**config.mk**
```make
export PLATFORM = sky130hd
export DESIGN_NAME = ram_port_arbiter_flat
export DESIGN_NICKNAME = d
export VERILOG_FILES = /design/src/rtl/ram_port_arbiter_pkg.sv /design/src/rtl/ram_port_arbiter_if.sv /design/src/rtl/ram_port_arbiter_lane_fmt.sv /design/src/rtl/ram_port_arbiter.sv /design/src/flat_wrapper.sv
export SDC_FILE = /design/constraint.sdc
export NUM_CORES = 1
export LEC_CHECK = 0
export BUFFER_PORTS_ARGS = -buffer_cell sky130_fd_sc_hd__buf_2
export CAP_MARGIN = 0
export CORE_ASPECT_RATIO = 0.6
export CORE_MARGIN = 4
export CORE_UTILIZATION = 50
export DETAILED_ROUTE_END_ITERATION = 8
export HOLD_SLACK_MARGIN = 0.15
export PLACE_DENSITY = 0.89
export SLEW_MARGIN = 0
export SYNTH_ARGS = -nofsm -noshare
export SYNTH_HDL_FRONTEND = slang
export SYNTH_SLANG_ARGS = --single-unit
```
**constraint.sdc**
```tcl
create_clock -name clk -period 5.57 [get_ports clk]
set_input_delay 1.3925 -clock clk [delete_from_list [all_inputs] [get_ports clk]]
set_output_delay 1.3925 -clock clk [all_outputs]
set_load 0.05 [all_outputs]
```
**src/rtl/ram_port_arbiter_pkg.sv**
```systemverilog
// Shared encodings for the RAM port arbiter.
// Access sizes and byte-lane masks used by the arbiter and lane formatter.
package ram_arb_pkg;

    localparam logic [1:0] SZ_BYTE = 2'b00;
    localparam logic [1:0] SZ_HALF = 2'b01;
    localparam logic [1:0] SZ_WORD = 2'b10;

    localparam logic [3:0] LANE_NONE = 4'b0000;
    localparam logic [3:0] LANE_LO   = 4'b0011;
    localparam logic [3:0] LANE_HI   = 4'b1100;
    localparam logic [3:0] LANE_ALL  = 4'b1111;

    function automatic logic [3:0] byte_lane(input logic [1:0] off);
        return 4'b0001 << off;
    endfunction

endpackage

```
**src/rtl/ram_port_arbiter_if.sv**
```systemverilog
// One requester port of the RAM arbiter.
// The requester drives the master side; the arbiter takes the slave side.
interface ram_port_arbiter_if #(
    parameter int AW = 10
);
    logic          req;
    logic          we;
    logic [1:0]    size;
    logic [AW+1:0] addr;
    logic [31:0]   wdata;
    logic          gnt;
    logic          rvalid;
    logic [31:0]   rdata;
    logic          err;

    modport master (
        output req, we, size, addr, wdata,
        input  gnt, rvalid, rdata, err
    );

    modport slave (
        input  req, we, size, addr, wdata,
        output gnt, rvalid, rdata, err
    );
endinterface

```
**src/rtl/ram_port_arbiter_lane_fmt.sv**
```systemverilog
// Byte-lane formatter: lane enables, store replication,
// alignment check and load-lane extraction for one access.
module ram_lane_fmt
    import ram_arb_pkg::*;
(
    input  logic [1:0]  size,
    input  logic [1:0]  addr_lo,
    input  logic [31:0] wdata,
    input  logic [31:0] ram_result,
    output logic [3:0]  sel,
    output logic [31:0] wdata_rep,
    output logic        misaligned,
    output logic [31:0] rdata
);

    always_comb begin
        sel        = LANE_ALL;
        wdata_rep  = wdata;
        misaligned = 1'b0;
        rdata      = ram_result;
        unique case (1'b1)
            size == SZ_BYTE: begin
                sel       = byte_lane(addr_lo);
                wdata_rep = {4{wdata[7:0]}};
                rdata     = {24'h0, ram_result[{addr_lo, 3'b000} +: 8]};
            end
            size == SZ_HALF: begin
                sel        = addr_lo[1] ? LANE_HI : LANE_LO;
                wdata_rep  = {2{wdata[15:0]}};
                misaligned = addr_lo[0];
                rdata      = addr_lo[1] ? {16'h0, ram_result[31:16]}
                                        : {16'h0, ram_result[15:0]};
            end
            default: begin
                misaligned = (addr_lo != 2'b00);
            end
        endcase
    end

endmodule

```
**src/rtl/ram_port_arbiter.sv**
```systemverilog
// Two-port arbiter onto one byte-laned RAM; responses one cycle after grant.
// Define RAM_ARB_RR_EN for round-robin on contention instead of fixed priority.
module ram_port_arbiter
    import ram_arb_pkg::*;
#(
    parameter int ADDR_WIDTH = 10,
    parameter int A_PRIORITY = 1
) (
    input  logic                  clk,
    input  logic                  rst,
    ram_port_arbiter_if.slave     a,
    ram_port_arbiter_if.slave     b,
    output logic                  ram_str,
    output logic [3:0]            ram_sel,
    output logic [ADDR_WIDTH-1:0] ram_addr,
    output logic [31:0]           ram_data,
    input  logic [31:0]           ram_result
);

    logic                  pick_a;
    logic                  gnt_a;
    logic                  gnt_b;
    logic                  any_gnt;
    logic                  w_we;
    logic [1:0]            w_size;
    logic [ADDR_WIDTH+1:0] w_addr;
    logic [31:0]           w_wdata;
    logic [3:0]            f_sel;
    logic [31:0]           f_wdata;
    logic                  f_mis;
    logic [31:0]           f_rdata;

    logic [ADDR_WIDTH-1:0] addr_q, addr_d;
    logic [31:0]           data_q, data_d;
    logic                  a_rvalid_q, a_rvalid_d;
    logic                  a_err_q, a_err_d;
    logic [31:0]           a_rdata_q, a_rdata_d;
    logic                  b_rvalid_q, b_rvalid_d;
    logic                  b_err_q, b_err_d;
    logic [31:0]           b_rdata_q, b_rdata_d;

`ifdef RAM_ARB_RR_EN
    logic last_b_q, last_b_d;

    // The port that did not win most recently wins a tie.
    always_comb begin
        pick_a   = a.req & (~b.req | last_b_q);
        last_b_d = gnt_b ? 1'b1 : (gnt_a ? 1'b0 : last_b_q);
    end

    always_ff @(posedge clk or negedge rst) begin
        if (!rst) last_b_q <= 1'b1;
        else      last_b_q <= last_b_d;
    end
`else
    localparam logic A_WINS = (A_PRIORITY != 0);

    always_comb pick_a = a.req & (~b.req | A_WINS);
`endif

    always_comb begin
        gnt_a   = rst & pick_a;
        gnt_b   = rst & b.req & ~pick_a;
        any_gnt = gnt_a | gnt_b;
        w_we    = pick_a ? a.we    : b.we;
        w_size  = pick_a ? a.size  : b.size;
        w_addr  = pick_a ? a.addr  : b.addr;
        w_wdata = pick_a ? a.wdata : b.wdata;
    end

    ram_lane_fmt u_fmt (
        .size       (w_size),
        .addr_lo    (w_addr[1:0]),
        .wdata      (w_wdata),
        .ram_result (ram_result),
        .sel        (f_sel),
        .wdata_rep  (f_wdata),
        .misaligned (f_mis),
        .rdata      (f_rdata)
    );

    // Idle cycles keep address/data parked to avoid toggling the RAM bus.
    always_comb begin
        addr_d   = any_gnt ? w_addr[ADDR_WIDTH+1:2] : addr_q;
        data_d   = any_gnt ? f_wdata : data_q;
        ram_addr = addr_d;
        ram_data = data_d;
        ram_sel  = any_gnt ? f_sel : LANE_NONE;
        ram_str  = any_gnt & w_we & ~f_mis;
    end

    always_comb begin
        a_rvalid_d = gnt_a;
        a_err_d    = gnt_a & f_mis;
        a_rdata_d  = (gnt_a & ~w_we & ~f_mis) ? f_rdata : 32'h0;
        b_rvalid_d = gnt_b;
        b_err_d    = gnt_b & f_mis;
        b_rdata_d  = (gnt_b & ~w_we & ~f_mis) ? f_rdata : 32'h0;
    end

    always_ff @(posedge clk or negedge rst) begin
        if (!rst) begin
            addr_q     <= '0;
            data_q     <= '0;
            a_rvalid_q <= 1'b0;
            a_err_q    <= 1'b0;
            a_rdata_q  <= '0;
            b_rvalid_q <= 1'b0;
            b_err_q    <= 1'b0;
            b_rdata_q  <= '0;
        end else begin
            addr_q     <= addr_d;
            data_q     <= data_d;
            a_rvalid_q <= a_rvalid_d;
            a_err_q    <= a_err_d;
            a_rdata_q  <= a_rdata_d;
            b_rvalid_q <= b_rvalid_d;
            b_err_q    <= b_err_d;
            b_rdata_q  <= b_rdata_d;
        end
    end

    assign a.gnt    = gnt_a;
    assign a.rvalid = a_rvalid_q;
    assign a.err    = a_err_q;
    assign a.rdata  = a_rdata_q;
    assign b.gnt    = gnt_b;
    assign b.rvalid = b_rvalid_q;
    assign b.err    = b_err_q;
    assign b.rdata  = b_rdata_q;

endmodule

```
**src/flat_wrapper.sv**
```systemverilog
// flat-port wrapper written by rule: the top's interface ports become plain ports
module ram_port_arbiter_flat import ram_arb_pkg::*;
#(
    parameter int ADDR_WIDTH = 10,
    parameter int A_PRIORITY = 1
)
  (clk, rst, ram_str, ram_sel, ram_addr, ram_data, ram_result, a_req, a_we, a_size, a_addr, a_wdata, a_gnt, a_rvalid, a_rdata, a_err, b_req, b_we, b_size, b_addr, b_wdata, b_gnt, b_rvalid, b_rdata, b_err);
  ram_port_arbiter_if #(.AW((10))) a_i ();
  ram_port_arbiter_if #(.AW((10))) b_i ();
  input  logic clk;
  input  logic rst;
  output logic ram_str;
  output logic [3:0] ram_sel;
  output logic [ADDR_WIDTH-1:0] ram_addr;
  output logic [31:0] ram_data;
  input  logic [31:0] ram_result;
  input wire logic [$bits(a_i.req)-1:0] a_req;
  input wire logic [$bits(a_i.we)-1:0] a_we;
  input wire logic [$bits(a_i.size)-1:0] a_size;
  input wire logic [$bits(a_i.addr)-1:0] a_addr;
  input wire logic [$bits(a_i.wdata)-1:0] a_wdata;
  output wire logic [$bits(a_i.gnt)-1:0] a_gnt;
  output wire logic [$bits(a_i.rvalid)-1:0] a_rvalid;
  output wire logic [$bits(a_i.rdata)-1:0] a_rdata;
  output wire logic [$bits(a_i.err)-1:0] a_err;
  input wire logic [$bits(b_i.req)-1:0] b_req;
  input wire logic [$bits(b_i.we)-1:0] b_we;
  input wire logic [$bits(b_i.size)-1:0] b_size;
  input wire logic [$bits(b_i.addr)-1:0] b_addr;
  input wire logic [$bits(b_i.wdata)-1:0] b_wdata;
  output wire logic [$bits(b_i.gnt)-1:0] b_gnt;
  output wire logic [$bits(b_i.rvalid)-1:0] b_rvalid;
  output wire logic [$bits(b_i.rdata)-1:0] b_rdata;
  output wire logic [$bits(b_i.err)-1:0] b_err;
  assign a_i.req = a_req;
  assign a_i.we = a_we;
  assign a_i.size = a_size;
  assign a_i.addr = a_addr;
  assign a_i.wdata = a_wdata;
  assign a_gnt = a_i.gnt;
  assign a_rvalid = a_i.rvalid;
  assign a_rdata = a_i.rdata;
  assign a_err = a_i.err;
  assign b_i.req = b_req;
  assign b_i.we = b_we;
  assign b_i.size = b_size;
  assign b_i.addr = b_addr;
  assign b_i.wdata = b_wdata;
  assign b_gnt = b_i.gnt;
  assign b_rvalid = b_i.rvalid;
  assign b_rdata = b_i.rdata;
  assign b_err = b_i.err;
  ram_port_arbiter #(.ADDR_WIDTH(ADDR_WIDTH), .A_PRIORITY(A_PRIORITY)) u_core (.clk(clk), .rst(rst), .a(a_i), .b(b_i), .ram_str(ram_str), .ram_sel(ram_sel), .ram_addr(ram_addr), .ram_data(ram_data), .ram_result(ram_result));
endmodule
```
# After elaboration in Yosys (flattened, before gate mapping)
# Cells that the tools add are included.
# totals
reg_bits	110
in_bits	130
out_inout_bits	117
elab_cells	43
# op_classes
eq_ne	1
shifts	2
n_reduce_logical	2
mux	15
n_bitwise	15
# op_table
cell	count
32-bit 2-to-1 mux	4
32-bit one-hot mux with 2 select lines	2
32-bit by 6-bit variable part select with 8-bit output	1
16-bit 2-to-1 mux	1
12-bit 2-to-1 mux	1
1-bit bitwise AND	11
10-bit 2-to-1 mux	1
4-bit 2-to-1 mux	2
4-bit one-hot mux with 2 select lines	1
1-bit by 2-bit left shift with 4-bit output, first input constant	1
1-bit inverter	3
2-bit by 1-bit equality test with 1-bit output, second input constant	1
2-bit zero test	1
2-bit 2-to-1 mux	1
1-bit one-hot mux with 2 select lines	1
2-bit nonzero test	1
1-bit 2-to-1 mux	1
1-bit OR	1

# Logic depth before layout (Yosys ltp)
# depth
word_depth	6
mapped_depth	8
mapped_depth_nobuf	4

# By module
# Synthesis repeated with hierarchy kept, for this count alone.
# unflattened
cells_unflattened	490
area_unflattened_um2	5425.2
# by_module_without_submodules
mod	n_inst	cells_each	area_each_um2
ram_port_arbiter	1	360	4421.7
ram_lane_fmt	1	130	1003.5

# Least setup slack after synthesis
# Ideal clock, no wire load.
# synth_timing
kind	in2out
start	input port a_req
end	output port ram_data[24]
path_slack_ns	0.603
path_buffers	2
cell_stages	6
arrival_ns	3.575
cell_sequence	buf_6 > buf_4 > or3b_2 > nand2_1 > a221oi_1 > o21ai_0
# synth_between
elab_chain_len	4
# synth_rtl
item	line	rtl
start: declaration	flat_wrapper.sv:17	input wire logic [$bits(a_i.req)-1:0] a_req;
2-bit 2-to-1 mux or 1-bit inverter (tied branches)	ram_port_arbiter.sv:66, ram_port_arbiter.sv:63	
2-bit by 1-bit equality test with 1-bit output, or another cell as far along	ram_port_arbiter_lane_fmt.sv:27	size == SZ_HALF: begin
32-bit one-hot mux with 2 select lines or 1-bit OR (tied branches)	ram_port_arbiter_lane_fmt.sv:21, ram_port_arbiter.sv:64	
32-bit 2-to-1 mux (*)	ram_port_arbiter.sv:85	data_d = any_gnt ? f_wdata : data_q;
end: declaration	flat_wrapper.sv:15	output logic [31:0] ram_data;
# Every way passes the cells marked *; elsewhere a longest branch is shown, timed or not.

# Worst setup path in the final report
# layout_timing
start	input port a_req
end	output port ram_data[26]
# Same word-level chain as after synthesis.

==> impl_metrics.yaml <==
status:
  status: "completed"
yosys:
  syn_area_per_cell_sq_um: 10.5
  synth_top_area_frac: 0.528
  synth_edf_count: 0
  yosys_warnings: 0
  syn_inst: 494
  yosysTopAreaCell: "dfrtp_1"
  syn_nets: 624
  ys_async_sr_fraction: 1.00
  yosysSeqAreaShare: 0.528
  ys.flop_type: "dfrtp_1"
  ys_ff_latch: 110
  synth_cell_type_count: 46
  synth_area_leaders: "dfrtp_1 53%, mux2i_1 7.1%, mux2_2 5.4%"
  synthesis.area_sq_um: 5210
layout:
  syn2layout_area_growth_pct: 31.3
  final_layout_size_suffix_gt1_frac: 0.417
  num_antenna_cells: 0
  final_cells: 864
  fin_util: 0.683
  final_nets: 854
power:
  cellPowerDensity_nw_per_um2: 310
  p_leak_uw: 0.00371
  ir_drop_v: 0.000191
  power_uw: 2120
floorplan:
  initial_core_util: 0.520
  core_sq_um: 10000
  dieArea_sq_um: 12200
  boundaryPins: 247
  die_w_um: 140
  die_y_um: 87.1
  num_rows: 28
setup_path:
  cp_max_fo: 32
  critPathLaunchType: "input port"
  cp-end-kind: "primary output"
  slowest_delay_ns: 0.61
  path_cells: "buf_2, o21bai_1, and2_1, a221oi_1, o21ai_0, buf_2"
  crit_type: "input port to primary output"
  cp.arrival_ns: 3.64
  critPathSlowestCell: "and2_1"
  cpMostUsedCell: "buf_2"
  worstPathRequired_ns: 4.18
placed_design:
  dp.cells: 848
  io_buffers: 246
  place.gp.congestion: 0.982
  dpl.hpwl_um: 13200
detailed_routing:
  drc: 0
  wl_per_cell_um: 19.9
  viasPerCell: 5.72
  dr.first_iter.drc_count: 371
  via_count: 4939
  antenna_left: 0
  dr.pass1.iters: 5
  wirelength_um: 17200
global_route:
  grt_start_max_net_pins: 66
  grt.total_usage: 0.278
  grt_pass1_vias: 5013
  grt_first_pass_wirelength_um: 26600
  antenna_found_initial: 0
  grt-ovfl-total: 0
timing:
  fin_hold_ws_ns: 0.486
  worstMarginPinSlew_ns: 0.988
  period_minus_slack_ns: 5.04
  maxSlewHeadroom: 0.337
  grt_setup_unrepaired: "false"
  slew_violations: 0
  finalSetupTns_ns: 0
  fin_crit_sh: 0.904
  finalClockSkew_ns: 0
  max_freq_ghz: 0.199
  setup_viol: 0
  finalHoldViolCount: 0
cts:
  root_buffer: "clkbuf_16"
  htree_levels: 3
  clockBufferDepth: 2
  cts_tree: "built"
  cts_resized: 0
  cts_setup_buffers: 0
  insertion_delay_ns: 0.33
  hold_buffers: 0
  path_clk_slew_ns: 0.07
  clock-sinks: 110
  numCtsBuffers: 9
flow_run:
  drv_cap: 0
worst_hold_path:
  min_path_type: "register to register"
where the power goes:
part | total (uW) | switching [uW] | internal (uW)
combinational | 564 | 412 | 152
clock | 692 | 283 | 409
sequential | 864 | 14.4 | 850
area by class of cell:
cell class | instances | area, sq um
repair buffers | 253 | 1300
flip-flops and latches | 110 | 2750
clock buffers | 10 | 239
well taps | 135 | 169
clock inverters | 6 | 92.6
fillers | 823 | 3180
inverters | 12 | 45.0
multi-input cells | 338 | 2240
cell usage in the layout (no fill, tap or decap), drive strengths merged, types with 2 or more instances in the layout:
cell,n
or2,3
nor2,42
a22o,8
a31oi,10
nor2b,2
nand3,2
clkinvlp,2
nand2,47
buf,253
mux2,25
a21oi,23
nor3,11
o21ai,36
inv,13
nor4,32
nand3b,2
a221oi,9
a22oi,2
or3b,2
nand2b,2
and2,17
bufinv,2
dfrtp,110
mux2i,38
clkbuf,10
o2bb2ai,7
o211a,7
Yosys cell counts, drive strengths merged, types with 3 or more instances:
cell type / instances
buf: 17
mux2: 25
o2bb2ai: 7
o21ai: 36
a22o: 8
nand2: 47
clkbuf: 17
dfrtp: 110
o211a: 7
nor4: 32
nor2: 42
nor3: 11
and2: 17
a21oi: 23
a31oi: 10
a221oi: 9
inv: 12
mux2i: 38
or2: 3
stage by stage:
stage | instance area (sq um) | setup slack [ns]
final | 6840 | 0.533
after global routing | 6840 | 0.391
after CTS | 6840 | 0.577
after detailed placement | 6510 | 0.579
after global placement | 6510 | 0.661
after floorplan | 5210 | 0.603
final timing paths:
kind / start / end / slack, ns / depth (start not counted)
max in group asynchronous: rst / u_core.addr_q[5] / 3.09 / 3
worst min-delay path: u_core.data_q[25] / u_core.data_q[25] / 0.49 / 2
min in group asynchronous: rst / u_core.data_q[15] / 1.24 / 2
worst max register to register: u_core.data_q[4] / u_core.data_q[4] / 4.80 / 1
worst max-delay path: a_req / ram_data[26] / 0.53 / 6
worst min register to register: u_core.data_q[25] / u_core.data_q[25] / 0.49 / 2
cell families after synthesis:
family / after synthesis / synth area share
simple gates: 167 / 0.160
buf+inv: 46 / 0.0430
compound gates: 108 / 0.139
flops: 110 / 0.528
mux: 63 / 0.129
per-layer routing:
layer / global-route usage / part of all wire
met5: 0 / 0
met4: 0.0704 / 0.022
met3: 0.106 / 0.13
met2: 0.424 / 0.45
met1: 0.379 / 0.41
sequential cells by signal, summed over array words and instances, names as in the netlist:
signal / cells
u_core.a.err: 1
u_core.a.rdata: 32
u_core.a.rvalid: 1
u_core.addr_q: 10
u_core.b.err: 1
u_core.b.rdata: 32
u_core.b.rvalid: 1
u_core.data_q: 32
worst max-delay path: cells and delay by family:
family	cells	cell delay, ns
and+or+nand+nor	1	0.61
buffers and inverters	2	0.88
AOI/OAI and AO/OA	3	0.74
No activity file was read; power rests on OpenSTA's default activity.
